`src/rtl/srg_mips_pkg.sv`:
```
// Shared MIPS datapath definitions: machine width, divider FSM states and
// the R-type funct codes that select the divider.
package srg_mips_pkg;

  localparam int unsigned MIPS_WIDTH = 32;
  localparam int unsigned MIPS_CNT_W = 5;

  typedef enum logic [1:0] {
    IDLE = 2'd0,
    RUN  = 2'd1,
    FIX  = 2'd2,
    DONE = 2'd3
  } div_state_e;

  localparam logic [5:0] FUNCT_DIV  = 6'h1A;
  localparam logic [5:0] FUNCT_DIVU = 6'h1B;

  // Two's-complement magnitude; the most negative value maps onto itself,
  // which is exactly right when the result is read back as unsigned.
  function automatic logic [MIPS_WIDTH-1:0] mag(input logic [MIPS_WIDTH-1:0] v,
                                                input logic neg);
    return neg ? (~v + 1'b1) : v;
  endfunction

endpackage

```
`src/rtl/srg_div_step.sv`:
```
// One restoring-division iteration: trial-subtract the divisor from the
// (WIDTH+1)-bit shifted partial remainder and keep or restore it.
module srg_div_step
  import srg_mips_pkg::*;
#(
  parameter int unsigned WIDTH = MIPS_WIDTH
) (
  input  logic [WIDTH:0]   part_rem,
  input  logic [WIDTH-1:0] divisor,
  output logic [WIDTH-1:0] next_rem,
  output logic             q_bit
);

  logic [WIDTH:0] diff;

  // part_rem < 2*divisor, so a kept difference and a restored value both fit WIDTH bits
  always_comb begin
    diff     = part_rem - {1'b0, divisor};
    q_bit    = ~diff[WIDTH];
    next_rem = q_bit ? diff[WIDTH-1:0] : part_rem[WIDTH-1:0];
  end

endmodule

```
`src/rtl/srg_seq_divider.sv`:
```
// Multi-cycle restoring divider for DIV/DIVU: quotient feeds LO, remainder
// feeds HI. One quotient bit per RUN cycle, sign correction in FIX.
module srg_seq_divider
  import srg_mips_pkg::*;
#(
  parameter int unsigned WIDTH = MIPS_WIDTH,
  parameter int unsigned CNT_W = MIPS_CNT_W
) (
  input  logic             clk,
  input  logic             rst_n,
  input  logic             start,
  input  logic             is_signed,
  input  logic [WIDTH-1:0] dividend,
  input  logic [WIDTH-1:0] divisor,
  output logic             busy,
  output logic             done,
  output logic [WIDTH-1:0] quotient,
  output logic [WIDTH-1:0] remainder,
  output logic             div_by_zero
);

  localparam logic [CNT_W-1:0] LAST_CNT = CNT_W'(WIDTH - 1);

  div_state_e state_q, state_d;

  logic [CNT_W-1:0] cnt_q;
  logic [WIDTH-1:0] rem_q;
  logic [WIDTH-1:0] dvd_q;
  logic [WIDTH-1:0] dsr_q;
  logic             neg_q_q;
  logic             neg_r_q;
  logic [WIDTH-1:0] quotient_q;
  logic [WIDTH-1:0] remainder_q;
  logic             dbz_q;

  logic             divisor_zero;
  logic             dvd_neg;
  logic             dsr_neg;
  logic [WIDTH-1:0] step_rem;
  logic             step_qbit;

  assign divisor_zero = (divisor == '0);
  assign dvd_neg      = is_signed & dividend[WIDTH-1];
  assign dsr_neg      = is_signed & divisor[WIDTH-1];

  // dvd_q doubles as the dividend shift register and the quotient accumulator
  srg_div_step #(
    .WIDTH(WIDTH)
  ) u_step (
    .part_rem (({rem_q, dvd_q[WIDTH-1]})),
    .divisor  (dsr_q),
    .next_rem (step_rem),
    .q_bit    (step_qbit)
  );

  always_ff @(posedge clk or negedge rst_n) begin
    if (!rst_n) begin
      state_q <= IDLE;
    end else begin
      state_q <= state_d;
    end
  end

  always_comb begin
    state_d = state_q;
    unique case (state_q)
      IDLE: begin
        if (start) begin
          state_d = divisor_zero ? DONE : RUN;
        end
      end
      RUN: begin
        if (cnt_q == LAST_CNT) begin
          state_d = FIX;
        end
      end
      FIX:     state_d = DONE;
      DONE:    state_d = IDLE;
      default: state_d = IDLE;
    endcase
  end

  always_ff @(posedge clk or negedge rst_n) begin
    if (!rst_n) begin
      cnt_q       <= '0;
      rem_q       <= '0;
      dvd_q       <= '0;
      dsr_q       <= '0;
      neg_q_q     <= 1'b0;
      neg_r_q     <= 1'b0;
      quotient_q  <= '0;
      remainder_q <= '0;
      dbz_q       <= 1'b0;
    end else begin
      unique case (state_q)
        IDLE: begin
          if (start) begin
            dbz_q <= 1'b0;
            if (divisor_zero) begin
              quotient_q  <= '1;
              remainder_q <= dividend;
              dbz_q       <= 1'b1;
            end else begin
              dvd_q   <= mag(dividend, dvd_neg);
              dsr_q   <= mag(divisor, dsr_neg);
              rem_q   <= '0;
              cnt_q   <= '0;
              neg_q_q <= dvd_neg ^ dsr_neg;
              neg_r_q <= dvd_neg;
            end
          end
        end
        RUN: begin
          rem_q <= step_rem;
          dvd_q <= {dvd_q[WIDTH-2:0], step_qbit};
          cnt_q <= cnt_q + 1'b1;
        end
        FIX: begin
          quotient_q  <= neg_q_q ? (~dvd_q + 1'b1) : dvd_q;
          remainder_q <= neg_r_q ? (~rem_q + 1'b1) : rem_q;
        end
        default: begin
        end
      endcase
    end
  end

  assign busy        = (state_q == RUN) || (state_q == FIX);
  assign done        = (state_q == DONE);
  assign quotient    = quotient_q;
  assign remainder   = remainder_q;
  assign div_by_zero = dbz_q;

endmodule

```
`config.mk`:
```
export PLATFORM = sky130hd
export DESIGN_NAME = srg_seq_divider
export DESIGN_NICKNAME = d
export VERILOG_FILES = /design/src/rtl/srg_mips_pkg.sv /design/src/rtl/srg_div_step.sv /design/src/rtl/srg_seq_divider.sv
export SDC_FILE = /design/constraint.sdc
export NUM_CORES = 1
export LEC_CHECK = 0
export ABC_CLOCK_PERIOD_IN_PS = 3100
export BUFFER_PORTS_ARGS = -buffer_cell sky130_fd_sc_hd__buf_4
export CAP_MARGIN = 10
export CORE_MARGIN = 1
export CORE_UTILIZATION = 54
export CTS_CLUSTER_SIZE = 10
export DETAILED_ROUTE_END_ITERATION = 7
export MAX_ROUTING_LAYER = met4
export PLACE_DENSITY = 0.86
export SKIP_CTS_REPAIR_TIMING = 1
export SLEW_MARGIN = 10
export SYNTH_ARGS = -nofsm -noshare
export SYNTH_HDL_FRONTEND = slang
export SYNTH_HIERARCHICAL = 1
export SYNTH_SLANG_ARGS = --single-unit
```
`constraint.sdc`:
```
create_clock -name clk -period 3.1 [get_ports clk]
set_input_delay 0.465 -clock clk [delete_from_list [all_inputs] [get_ports clk]]
set_output_delay 0.465 -clock clk [all_outputs]
set_load 0.01 [all_outputs]
```
Word-level counts from Yosys, hierarchy flattened

Index checks and enable logic that the tools add are counted.

Register bits: 170
Bits in writable memories: 0
ROM bits: 0
Latch bits: 0
Bits of input ports: 68
Output and inout port bits: 67
Memories kept: 0

Shift operators: 0
$lt $le $gt $ge: 0
Mux-type cells: 25
Multiply operators: 0
Equality and inequality tests: 8
Div/mod/pow operators: 0
Reduce and logical (&&, ||, !) cells: 10
Add/sub/neg operators: 6
Bitwise gates (word level): 9

Operators with widths:

| operator                                                               | count |
|---|---|
| 32-bit 2-to-1 mux                                                      | 13 |
| 32-bit one-hot mux with 2 select lines                                 | 4 |
| 32-bit by 1-bit adder with 32-bit output (second input constant)       | 4 |
| 32-bit NOT                                                             | 4 |
| 33-bit by 32-bit subtractor with 33-bit output                         | 1 |
| 32-bit zero test                                                       | 1 |
| 5-bit 2-to-1 mux                                                       | 2 |
| 5-bit one-hot mux with 2 select lines                                  | 1 |
| 3-bit AND reduction                                                    | 3 |
| 2-bit != test (second input constant)                                  | 4 |
| 2-bit one-hot mux with 4 select lines                                  | 1 |
| 2-bit 2-to-1 mux                                                       | 3 |
| 5-bit by 1-bit adder with 5-bit output (second input constant)         | 1 |
| 5-bit equality test (second input constant)                            | 1 |
| 2-bit equality test (second input constant)                            | 2 |
| 2-bit AND reduction                                                    | 2 |
| 2-bit nonzero test                                                     | 2 |
| 1-bit AND                                                              | 2 |
| 2-bit by 1-bit equality test with 1-bit output (second input constant) | 1 |
| 2-bit zero test                                                        | 1 |
| 1-bit NOT                                                              | 2 |
| 1-bit logical OR                                                       | 1 |
| 1-bit 2-to-1 mux                                                       | 1 |
| 1-bit bitwise XOR                                                      | 1 |

Logic depth before layout (Yosys ltp)

Gate-level depths: netlist (run 1).

Depth after elaboration: 6
Gate-level depth with buffers: 17

Hierarchy

The synthesis (run 1) kept the hierarchy.

Modules (own cells, without submodules):

| module          | instances | sequential area each (um^2) | cells an instance | area each (um^2) |
|---|---|---|---|---|
| srg_seq_divider | 1         | 4,254.1                     | 1,117             | 9,761.9 |
| srg_div_step    | 1         | 0.0                         | 306               | 2,366.0 |

Worst setup path after synthesis (run 1)

No wires, ideal clock.

Kind: register to register
From: reg dvd_q[31]
To: reg rem_q[13]
Setup slack: -0.275 ns
Period minus slack after synthesis: 3.375 ns
Setup time: 0.133 ns
Path buffers: 2
Cell stages (with the launch flop): 18
Data arrival time: 3.242 ns
Data required time: 2.967 ns
Cell sequence: dfrtp_1 > inv_1 > ha_1 > fa_1 > and2b_1 > o2111ai_2 > a21oi_2 > o2111ai_1 > a211oi_2 > nor2_4 > mux2i_4 > and2_4 > buf_12 > inv_8 > buf_12 > mux2_4 > nand2_1 > o21ai_0

Word-level cells in the longest chain between the ends: 3

RTL lines:

| element                                        | RTL line               | RTL |
|---|---|---|
| start: declaration                             | srg_seq_divider.sv:28  | `logic [WIDTH-1:0] dvd_q;` |
| start signal: assignment                       | srg_seq_divider.sv:104 | `dvd_q <= mag(dividend, dvd_neg);` |
| start signal: assignment                       | srg_seq_divider.sv:115 | `dvd_q <= {dvd_q[WIDTH-2:0], step_qbit};` |
| 33-bit by 32-bit subtractor with 33-bit output | srg_div_step.sv:18     | `diff = part_rem - {1'b0, divisor};` |
| 32-bit 2-to-1 mux                              | srg_div_step.sv:20     | `next_rem = q_bit ? diff[WIDTH-1:0] : part_rem[WIDTH-1:0];` |
| net step_rem[13]                               | srg_seq_divider.sv:39  | `logic [WIDTH-1:0] step_rem;` |
| 32-bit one-hot mux with 2 select lines         | srg_seq_divider.sv:95  | `unique case (state_q)` |
| end signal: assignment                         | srg_seq_divider.sv:114 | `rem_q <= step_rem;` |
| end: declaration                               | srg_seq_divider.sv:27  | `logic [WIDTH-1:0] rem_q;` |

The timed path passes the listed nets, and every way through them passes these cells.
A chain may end at the register's enable or synchronous reset.

Worst setup path after layout (run 1)

From: reg dsr_q[0]
To: reg rem_q[15]

Word-level cells in the longest chain between the ends: 3

RTL lines:

| element                                        | RTL line               | RTL |
|---|---|---|
| start: declaration                             | srg_seq_divider.sv:29  | `logic [WIDTH-1:0] dsr_q;` |
| start signal: assignment                       | srg_seq_divider.sv:105 | `dsr_q <= mag(divisor, dsr_neg);` |
| 33-bit by 32-bit subtractor with 33-bit output | srg_div_step.sv:18     |  |
| 32-bit 2-to-1 mux                              | srg_div_step.sv:20     |  |
| net step_rem[15]                               | srg_seq_divider.sv:39  |  |
| 32-bit one-hot mux with 2 select lines         | srg_seq_divider.sv:95  |  |

The timed path passes the listed nets, and every way through them passes these cells.

==> results.sh, run 1 <==
export IMPL_outcome="complete, but fails checks"
export IMPL_violations="negative setup slack"
export IMPL_path_class="reg -> reg"
export IMPL_worst_r2r_cell_count=14
export IMPL_yosysUniqueCellTypes=85
export IMPL_syn_nets=1535
export IMPL_reg2reg_to="rem_q[15]"
export IMPL_grt_ovfl_total=0
export IMPL_fillers=1761
export IMPL_grt_usage_pct=29.9
export IMPL_row_count=54
export IMPL_async_flop_share_pct=100
export IMPL_drt_initial_drc_count=807
export IMPL_crit_start="dsr_q[0]"
export IMPL_fp_dieW_um=152
export IMPL_startpoint_type="flip-flop"
export IMPL_grt_pass1_vias=11000
export IMPL_cp_slowest_cell="dfrtp_1"
export IMPL_power_density_mw_per_mm2=1190
export IMPL_grt_pass1_wl_mm=54.7
export IMPL_cts_sinks=170
export IMPL_yosys_warnings=6
export IMPL_cp_data_arrival_time_ns=3.58
export IMPL_globalplace_congestion=0.917
export IMPL_endpoint_kind="flip-flop"
export IMPL_period_share_pct=105
export IMPL_slew_violations=0
export IMPL_crit_path_cell_trace="ha_2, fa_2, and2b_1, o2111ai_2, a21oi_2, o2111ai_2, a211oi_2, nor2_4, mux2i_4, and2_4, inv_6, mux2_4, nand2_1, o21ai_0"
export IMPL_syn_inst=1423
export IMPL_finalInstanceArea_mm2=0.0146
export IMPL_insertion_delay_ns=0.44
export IMPL_portBuffers=134
export IMPL_drtAntennaViolNets=0
export IMPL_ir_drop_mv=0.478
export IMPL_multi_input_area_mm2=0.00730
export IMPL_place_area_mm2=0.0139
export IMPL_ys_seq_area_share_pct=35.1
export IMPL_vias=11300
export IMPL_syn_cell_area_mm2=0.0121
export IMPL_rsz0062_at_grt="true"
export IMPL_antenna_found_initial=1
export IMPL_crit_path_max_incr_delay_ns=0.38
export IMPL_crit_cells=14
export IMPL_routedWlPerCell_um=17.8
export IMPL_utilization_pct=66.5
export IMPL_cp_num_buf_inv=1
export IMPL_die_area_mm2=0.0231
export IMPL_drive_gt1_share_pct=20.4
export IMPL_grt_max_degree=67
export IMPL_core_area_mm2=0.0219
export IMPL_r2r_start="dsr_q[0]"
export IMPL_crit_family="compound AO/OA/AOI/OAI gates"
export IMPL_finalHoldViolCount=0
export IMPL_root_buffer="clkbuf_16"
export IMPL_r2r_slack_ns=-0.17
export IMPL_dieHeight_um=152
export IMPL_htree_levels=4
export IMPL_final_common_cell="buf_4"
export IMPL_leakage_uw=0.00649
export IMPL_tritoncts="done"
export IMPL_cpMostUsedCell="o2111ai_2"
export IMPL_seqCellArea_mm2=0.00425
export IMPL_nNetsFinal=1702
export IMPL_final_cell_mix="buf_4, nand2_1, dfrtp_1"
export IMPL_p_total_uw=17300
export IMPL_pin_count=135
export IMPL_fmax_mhz=306
export IMPL_avgSynthCellArea_um2=8.52
export IMPL_clock_path_buffers=2
export IMPL_routed_wl_mm=33.6
export IMPL_setup_viol=29
export IMPL_start_util_pct=55.4
export IMPL_max_slew_margin_pct=37.2
export IMPL_min_period_ns=3.27
export IMPL_worst_pin_slew_ns=0.942
export IMPL_skew_ns=0.00934
export IMPL_cp_max_fo=12
export IMPL_drv_cap=0
export IMPL_hold_class="in -> async"
export IMPL_critPathCapture="rem_q[15]"
export IMPL_syn_to_final_growth_pct=20.1
export IMPL_setup_slack_ns=-0.169
export IMPL_synth_edf_count=0
export IMPL_dpl_hpwl_mm=25.3
export IMPL_required_ns=3.41
export IMPL_viasPerCell=6.02
export IMPL_cts_buffers=17
export IMPL_clk_pin_slew_worst_paths_ns=0.07
export IMPL_finalSetupTns_ns=-3.27
export IMPL_first_pass_iters=5
export IMPL_diodes=0
export IMPL_drc=0
export IMPL_synth_seq_cells=170
export IMPL_synth_main_ff_cell="dfrtp_1"
==> power breakdown <==
group / leakage [µW] / internal (µW) / total, µW / switching (µW)
sequential: 0.00205 / 3180 / 4120 / 942
combinational: 0.00414 / 4840 / 10800 / 5980
clock: 0.000307 / 1400 / 2340 / 942
==> per-layer routing <==
metal  wire [µm]  track usage [%]  up-vias
met5           0                -        -
li1            -                -     5420
met1       13800             36.7     5353
met3        2290             4.42       86
met4         977             11.1        0
met2       16500             49.8      469
==> cells in the mapped netlist, drive strengths merged, types with 7 or more instances <==
master	count	area share, %
nor3	32	1.3
clkbuf	47	1.5
a21oi	80	3.4
nand2	202	6.3
xor2	71	5.1
o21a	9	0.56
mux2	26	3.0
nor2	91	2.9
ha	43	4.4
dfrtp	170	35
or3	16	0.87
and3	8	0.46
a211oi	8	0.54
mux2i	36	3.1
inv	60	1.9
or4	14	0.93
nand3	27	1.1
o31ai	34	2.1
nand4	9	0.46
o41ai	14	1.0
a31oi	33	1.7
nor4	20	1.1
a21o	23	1.4
buf	29	1.8
nand2b	7	0.36
and2	7	0.39
xnor2	66	4.8
o21ai	172	7.1
==> registers in the layout, summed over array words and instances, names as in the netlist <==
register,cells
remainder,32
rem_q,32
cnt_q,5
neg_q_q,1
div_by_zero,1
neg_r_q,1
state_q,2
dsr_q,32
dvd_q,32
quotient,32
==> logic make-up (layout without fill, tap and decap cells) <==
logic type,after synthesis,count (layout),synth area share [%]
xor gates and xnor gates,137,137,9.89
and+or+nand+nor,462,462,18.4
DFF,170,170,35.1
adders and majority gates,44,44,4.60
buffers and inverters,138,318,5.43
muxes,62,62,6.08
AOI/OAI and AO/OA,410,410,20.6
==> area by class of cell <==
type,instances,area share (%)
Sequential cell,170,29.2
Inverter,60,1.63
Tap cell,280,2.41
Clock inverter,12,1.29
Timing Repair Buffer,225,12.2
Timing Repair inverter,1,0.0601
Clock buffer,20,3.14
Multi-Input combinational cell,1115,50.1
==> worst min-delay path by stage <==
stage          startpoint     endpoint  slack [ns]
3_3_place_gp    dsr_q[31]    dsr_q[31]        0.46
3_5_place_dp    dsr_q[31]    dsr_q[31]        0.47
6_report            rst_n  quotient[4]        0.03
2_1_floorplan       rst_n     cnt_q[0]        0.17
5_1_grt             rst_n  quotient[4]        0.08
4_1_cts             rst_n  quotient[4]        0.04
==> per-stage QoR <==
stage / hold WS, ns / instances / worst slack, ns
3_3_place_gp: 0.457 / 1849 / -0.0320
5_1_grt: 0.0801 / 1883 / -0.244
2_1_floorplan: 0.169 / 1423 / -0.120
6_report: 0.0262 / 1883 / -0.169
4_1_cts: 0.0435 / 1881 / -0.176
3_5_place_dp: 0.471 / 1849 / -0.141
Note: power is estimated with default switching activity, not from simulation.
==> run 2, diff against run 1 <==
--- a/config.mk
+++ b/config.mk
@@ -6,14 +6,14 @@
 export NUM_CORES = 1
 export LEC_CHECK = 0
 export ABC_CLOCK_PERIOD_IN_PS = 3100
-export BUFFER_PORTS_ARGS = -buffer_cell sky130_fd_sc_hd__buf_4
 export CAP_MARGIN = 10
 export CORE_MARGIN = 1
-export CORE_UTILIZATION = 54
+export CORE_UTILIZATION = 56
 export CTS_CLUSTER_SIZE = 10
 export DETAILED_ROUTE_END_ITERATION = 7
+export DONT_BUFFER_PORTS = 1
 export MAX_ROUTING_LAYER = met4
-export PLACE_DENSITY = 0.86
+export PLACE_DENSITY = 0.83
 export SKIP_CTS_REPAIR_TIMING = 1
 export SLEW_MARGIN = 10
 export SYNTH_ARGS = -nofsm -noshare
==> results.sh, run 2 (synthesized netlist as in run 1, its figures left out) <==
export IMPL_outcome="complete, but fails checks"
export IMPL_violations="negative hold slack, negative setup slack"
export IMPL_min_period_ns=3.29
export IMPL_grt_pass1_wl_mm=52.9
export IMPL_top_usage_layer="met2"
export IMPL_hold_ws_ns=-0.296
export IMPL_worst_pin_slew_ns=0.990
export IMPL_finalSetupTns_ns=-4.90
export IMPL_antenna_found_initial=1
export IMPL_clk_pin_slew_worst_paths_ns=0.08
export IMPL_dpl_hpwl_mm=25.1
export IMPL_grt_max_degree=171
export IMPL_fp_dieW_um=149
export IMPL_final_cell_mix="nand2_1, dfrtp_1, o21ai_0"
export IMPL_endpoint_kind="flip-flop"
export IMPL_startpoint_type="flip-flop"
export IMPL_cts_buffers=17
export IMPL_syn_to_final_growth_pct=11.7
export IMPL_leakage_uw=0.00586
export IMPL_die_area_mm2=0.0222
export IMPL_r2r_slack_ns=-0.19
export IMPL_multi_input_area_mm2=0.00731
export IMPL_power_density_mw_per_mm2=1230
export IMPL_grt_use_met3_pct=6.51
export IMPL_insertion_delay_ns=0.44
export IMPL_setup_slack_ns=-0.194
export IMPL_required_ns=3.41
export IMPL_drc=0
export IMPL_portBuffers=0
export IMPL_dpl_cell_count=1706
export IMPL_max_slew_margin_pct=33.8
export IMPL_clock_path_buffers=2
export IMPL_first_pass_iters=7
export IMPL_vias=10800
export IMPL_post_place_ws_ns=-0.212
export IMPL_final_common_cell="nand2_1"
export IMPL_grt_ovfl_total=0
export IMPL_start_util_pct=57.3
export IMPL_path_class="reg -> reg"
export IMPL_cts_sinks=170
export IMPL_grt_usage_pct=31.4
export IMPL_fin_cells=1747
export IMPL_p_total_uw=16600
export IMPL_met1_usage_pct=39.3
export IMPL_drt_initial_drc_count=950
export IMPL_utilization_pct=64.0
export IMPL_routed_wl_mm=33.6
export IMPL_seqCellArea_mm2=0.00425
export IMPL_ir_drop_mv=0.550
export IMPL_htree_levels=4
export IMPL_drive_gt1_share_pct=13.3
export IMPL_skew_ns=0.0125
export IMPL_root_buffer="clkbuf_16"
export IMPL_fmax_mhz=304
export IMPL_reg2reg_to="rem_q[13]"
export IMPL_row_count=53
export IMPL_worst_r2r_cell_count=14
export IMPL_finalHoldViolCount=170
export IMPL_drtAntennaViolNets=0
export IMPL_cp_data_arrival_time_ns=3.61
export IMPL_setup_viol=33
export IMPL_fillers=1717
export IMPL_cp_max_fo=12
export IMPL_hold_class="in -> async"
export IMPL_r2r_start="dsr_q[0]"
export IMPL_routedWlPerCell_um=19.3
export IMPL_nNetsFinal=1570
export IMPL_tritoncts="done"
export IMPL_pin_count=135
export IMPL_drv_cap=0
export IMPL_core_area_mm2=0.0212
export IMPL_rsz0062_at_grt="true"
export IMPL_globalplace_congestion=0.948
export IMPL_use_met2_pct=50.2
export IMPL_dieHeight_um=149
export IMPL_grt_pass1_vias=10200
export IMPL_slew_violations=0
export IMPL_period_share_pct=106
export IMPL_viasPerCell=6.17
[run 2: power breakdown]
part           leakage (µW)  internal (µW)  switching, µW  total, µW
clock              0.000296           1110           1100       2210
sequential          0.00205           3180           1140       4320
combinational       0.00352           4450           5670      10100
[run 2: per-layer routing]
| metal | share of wire [%] | up-vias |
|---|---|---|
| met5 | 0 | - |
| met4 | 2.6 | 0 |
| met3 | 9.0 | 68 |
| met2 | 46 | 469 |
| met1 | 42 | 5104 |
| li1 | - | 5134 |
[run 2: through the flow]
stage | instance area (µm²) | hold WS (ns)
5_1_grt | 13500 | -0.310
3_5_place_dp | 12800 | 0.173
2_1_floorplan | 12200 | 0.169
4_1_cts | 13400 | -0.299
3_3_place_gp | 12800 | 0.174
6_report | 13500 | -0.296
[run 2: worst max-delay path: stages (launching register included)]
cell	delay, ns
dfrtp_1	0.39
ha_2	0.20
fa_2	0.35
and2b_2	0.26
o2111ai_4	0.12
a21oi_2	0.23
o2111ai_2	0.17
a211oi_2	0.35
nor2_4	0.07
mux2i_4	0.20
and2_4	0.23
inv_8	0.14
mux2_4	0.31
nand2_1	0.06
o21ai_0	0.08
[run 2: how the worst max path moves through the flow]
stage                   start        end  slack, ns  depth (start not counted)
global route        dvd_q[31]   rem_q[6]      -0.30                         15
CTS                  dsr_q[0]   rem_q[3]      -0.27                         14
finish               dsr_q[0]  rem_q[13]      -0.19                         14
global placement     dsr_q[0]   rem_q[3]      -0.05                         14
floorplan           dvd_q[31]  rem_q[13]      -0.12                         17
detailed placement   dsr_q[0]   rem_q[3]      -0.21                         14
[run 2: layout make-up]
| class | count | area share (%) |
|---|---|---|
| Clock buffer | 17 | 3.14 |
| Timing Repair Buffer | 92 | 5.59 |
| Antenna cell | 1 | 0.0185 |
| Multi-Input combinational cell | 1115 | 54.0 |
| Clock inverter | 15 | 1.42 |
| Timing Repair inverter | 2 | 0.148 |
| Inverter | 60 | 1.75 |
| Sequential cell | 170 | 31.4 |
| Tap cell | 275 | 2.54 |
==> run 3, diff against run 2 <==
--- a/config.mk
+++ b/config.mk
@@ -5,15 +5,15 @@
 export SDC_FILE = /design/constraint.sdc
 export NUM_CORES = 1
 export LEC_CHECK = 0
-export ABC_CLOCK_PERIOD_IN_PS = 3100
+export ABC_CLOCK_PERIOD_IN_PS = 3500
 export CAP_MARGIN = 10
-export CORE_MARGIN = 1
+export CORE_MARGIN = 4
 export CORE_UTILIZATION = 56
 export CTS_CLUSTER_SIZE = 10
 export DETAILED_ROUTE_END_ITERATION = 7
 export DONT_BUFFER_PORTS = 1
 export MAX_ROUTING_LAYER = met4
-export PLACE_DENSITY = 0.83
+export PLACE_DENSITY = 0.8
 export SKIP_CTS_REPAIR_TIMING = 1
 export SLEW_MARGIN = 10
 export SYNTH_ARGS = -nofsm -noshare
==> constraint.sdc (replaced) <==
create_clock -name clk -period 3.5 [get_ports clk]
set_input_delay 0.525 -clock clk [delete_from_list [all_inputs] [get_ports clk]]
set_output_delay 0.525 -clock clk [all_outputs]
set_load 0.01 [all_outputs]
==> results.sh, run 3 (synthesized netlist as in run 1, its figures left out) <==
export IMPL_leakage_uw=0.00557
export IMPL_cp_max_fo=12
export IMPL_diodes=0
export IMPL_ir_drop_mv=0.700
export IMPL_place_area_mm2=0.0124
export IMPL_clock_path_buffers=2
export IMPL_finalSetupTns_ns=0
export IMPL_cts_sinks=170
export IMPL_grt_ovfl_total=0
export IMPL_dpl_hpwl_mm=24.7
export IMPL_finalHoldViolCount=170
export IMPL_p_total_uw=14000
export IMPL_hold_class="in -> async"
export IMPL_antenna_found_initial=0
export IMPL_htree_levels=4
export IMPL_power_density_mw_per_mm2=1070
export IMPL_grt_usage_pct=27.8
export IMPL_grt_pass1_wl_mm=52.6
export IMPL_viasPerCell=6.24
export IMPL_core_area_mm2=0.0212
export IMPL_tritoncts="done"
export IMPL_grt_max_degree=171
export IMPL_routed_wl_mm=33.1
export IMPL_root_buffer="clkbuf_16"
export IMPL_start_util_pct=57.3
export IMPL_drt_initial_drc_count=991
export IMPL_clk_pin_slew_worst_paths_ns=0.08
export IMPL_dieHeight_um=155
export IMPL_fp_dieW_um=155
export IMPL_syn_to_final_growth_pct=7.54
export IMPL_fmax_mhz=303
export IMPL_die_area_mm2=0.0241
export IMPL_worst_pin_slew_ns=0.976
export IMPL_portBuffers=0
export IMPL_final_common_cell="nand2_1"
export IMPL_first_pass_iters=6
export IMPL_outcome="complete, but fails checks"
export IMPL_max_slew_margin_pct=34.9
export IMPL_endpoint_kind="flip-flop"
export IMPL_routedWlPerCell_um=19.6
export IMPL_row_count=53
export IMPL_startpoint_type="flip-flop"
export IMPL_setup_viol=0
export IMPL_setup_slack_ns=0.196
export IMPL_cts_buffers=17
export IMPL_path_class="reg -> reg"
export IMPL_drc=0
export IMPL_post_place_ws_ns=0.0470
export IMPL_drv_cap=0
export IMPL_finalInstanceArea_mm2=0.0130
export IMPL_drive_gt1_share_pct=9.66
export IMPL_drtAntennaViolNets=0
export IMPL_period_share_pct=94.4
export IMPL_skew_ns=0.0184
export IMPL_fillers=1798
export IMPL_grt_pass1_vias=10000
export IMPL_vias=10600
export IMPL_cp_data_arrival_time_ns=3.62
export IMPL_final_cell_mix="nand2_1, dfrtp_1, o21ai_0"
export IMPL_pin_count=135
export IMPL_rsz0062_at_grt="false"
export IMPL_hold_ws_ns=-0.232
export IMPL_slew_violations=0
export IMPL_min_period_ns=3.30
export IMPL_globalplace_congestion=0.969
export IMPL_required_ns=3.82
export IMPL_violations="negative hold slack"
export IMPL_insertion_delay_ns=0.44
export IMPL_nNetsFinal=1517
run 3: power by group:
group	switching, µW	leakage [µW]	internal, µW
clock	952	0.000287	962
sequential	1050	0.00205	2810
combinational	4750	0.00324	3430
total	6760	0.00557	7200
run 3: stage by stage:
| step | std cells | hold slack, ns | util [%] |
|---|---|---|---|
| 3_3_place_gp | 1659 | 0.235 | 58.7 |
| 3_5_place_dp | 1659 | 0.234 | 58.7 |
| 2_1_floorplan | 1423 | 0.229 | - |
| 5_1_grt | 1693 | -0.251 | 61.7 |
| 6_report | 1693 | -0.232 | 61.7 |
| 4_1_cts | 1691 | -0.242 | 61.5 |
run 3: critical path, cell delays in order, from the launching register on:
cell and delay, ns:
dfrtp_1 0.46, ha_1 0.40, and4_1 0.27, and3_4 0.19, a221o_1 0.30, a21oi_2 0.18
a211oi_2 0.12, nor2_4 0.19, mux2i_4 0.25, and2_4 0.24, clkinv_8 0.12, mux2_4 0.31
nand2_1 0.06, o21ai_0 0.07
run 3: worst paths after layout:
path,startpoint,to,slack (ns),depth (start not counted)
worst max-delay path,rem_q[13],rem_q[19],0.20,13
worst min-delay path,rst_n,quotient[23],-0.23,0
worst max register to register,rem_q[13],rem_q[19],0.20,13
worst min register to register,dsr_q[10],dsr_q[10],0.48,2
max in group asynchronous,rst_n,dsr_q[17],3.57,0
min in group clk,divisor[31],dsr_q[31],0.21,2
run 3: layout make-up:
class / instances / area, µm² / share of cell area [%]
clock inverters: 15 / 168 / 1.29
repair inverters: 1 / 8.76 / 0.0672
repair buffers: 40 / 338 / 2.59
multi-input cells: 1115 / 7270 / 55.7
clock buffers: 17 / 425 / 3.26
flip-flops and latches: 170 / 4250 / 32.6
well taps: 275 / 344 / 2.64
inverters: 60 / 238 / 1.82
run 3: metal layers:
metal / vias to the layer above / GRT usage (%) / routed length, µm
met5: - / - / 0
met4: 0 / 8.83 / 882
met3: 63 / 5.76 / 3320
met2: 507 / 42.8 / 14900
met1: 4954 / 37.1 / 14100
li1: 5041 / - / -
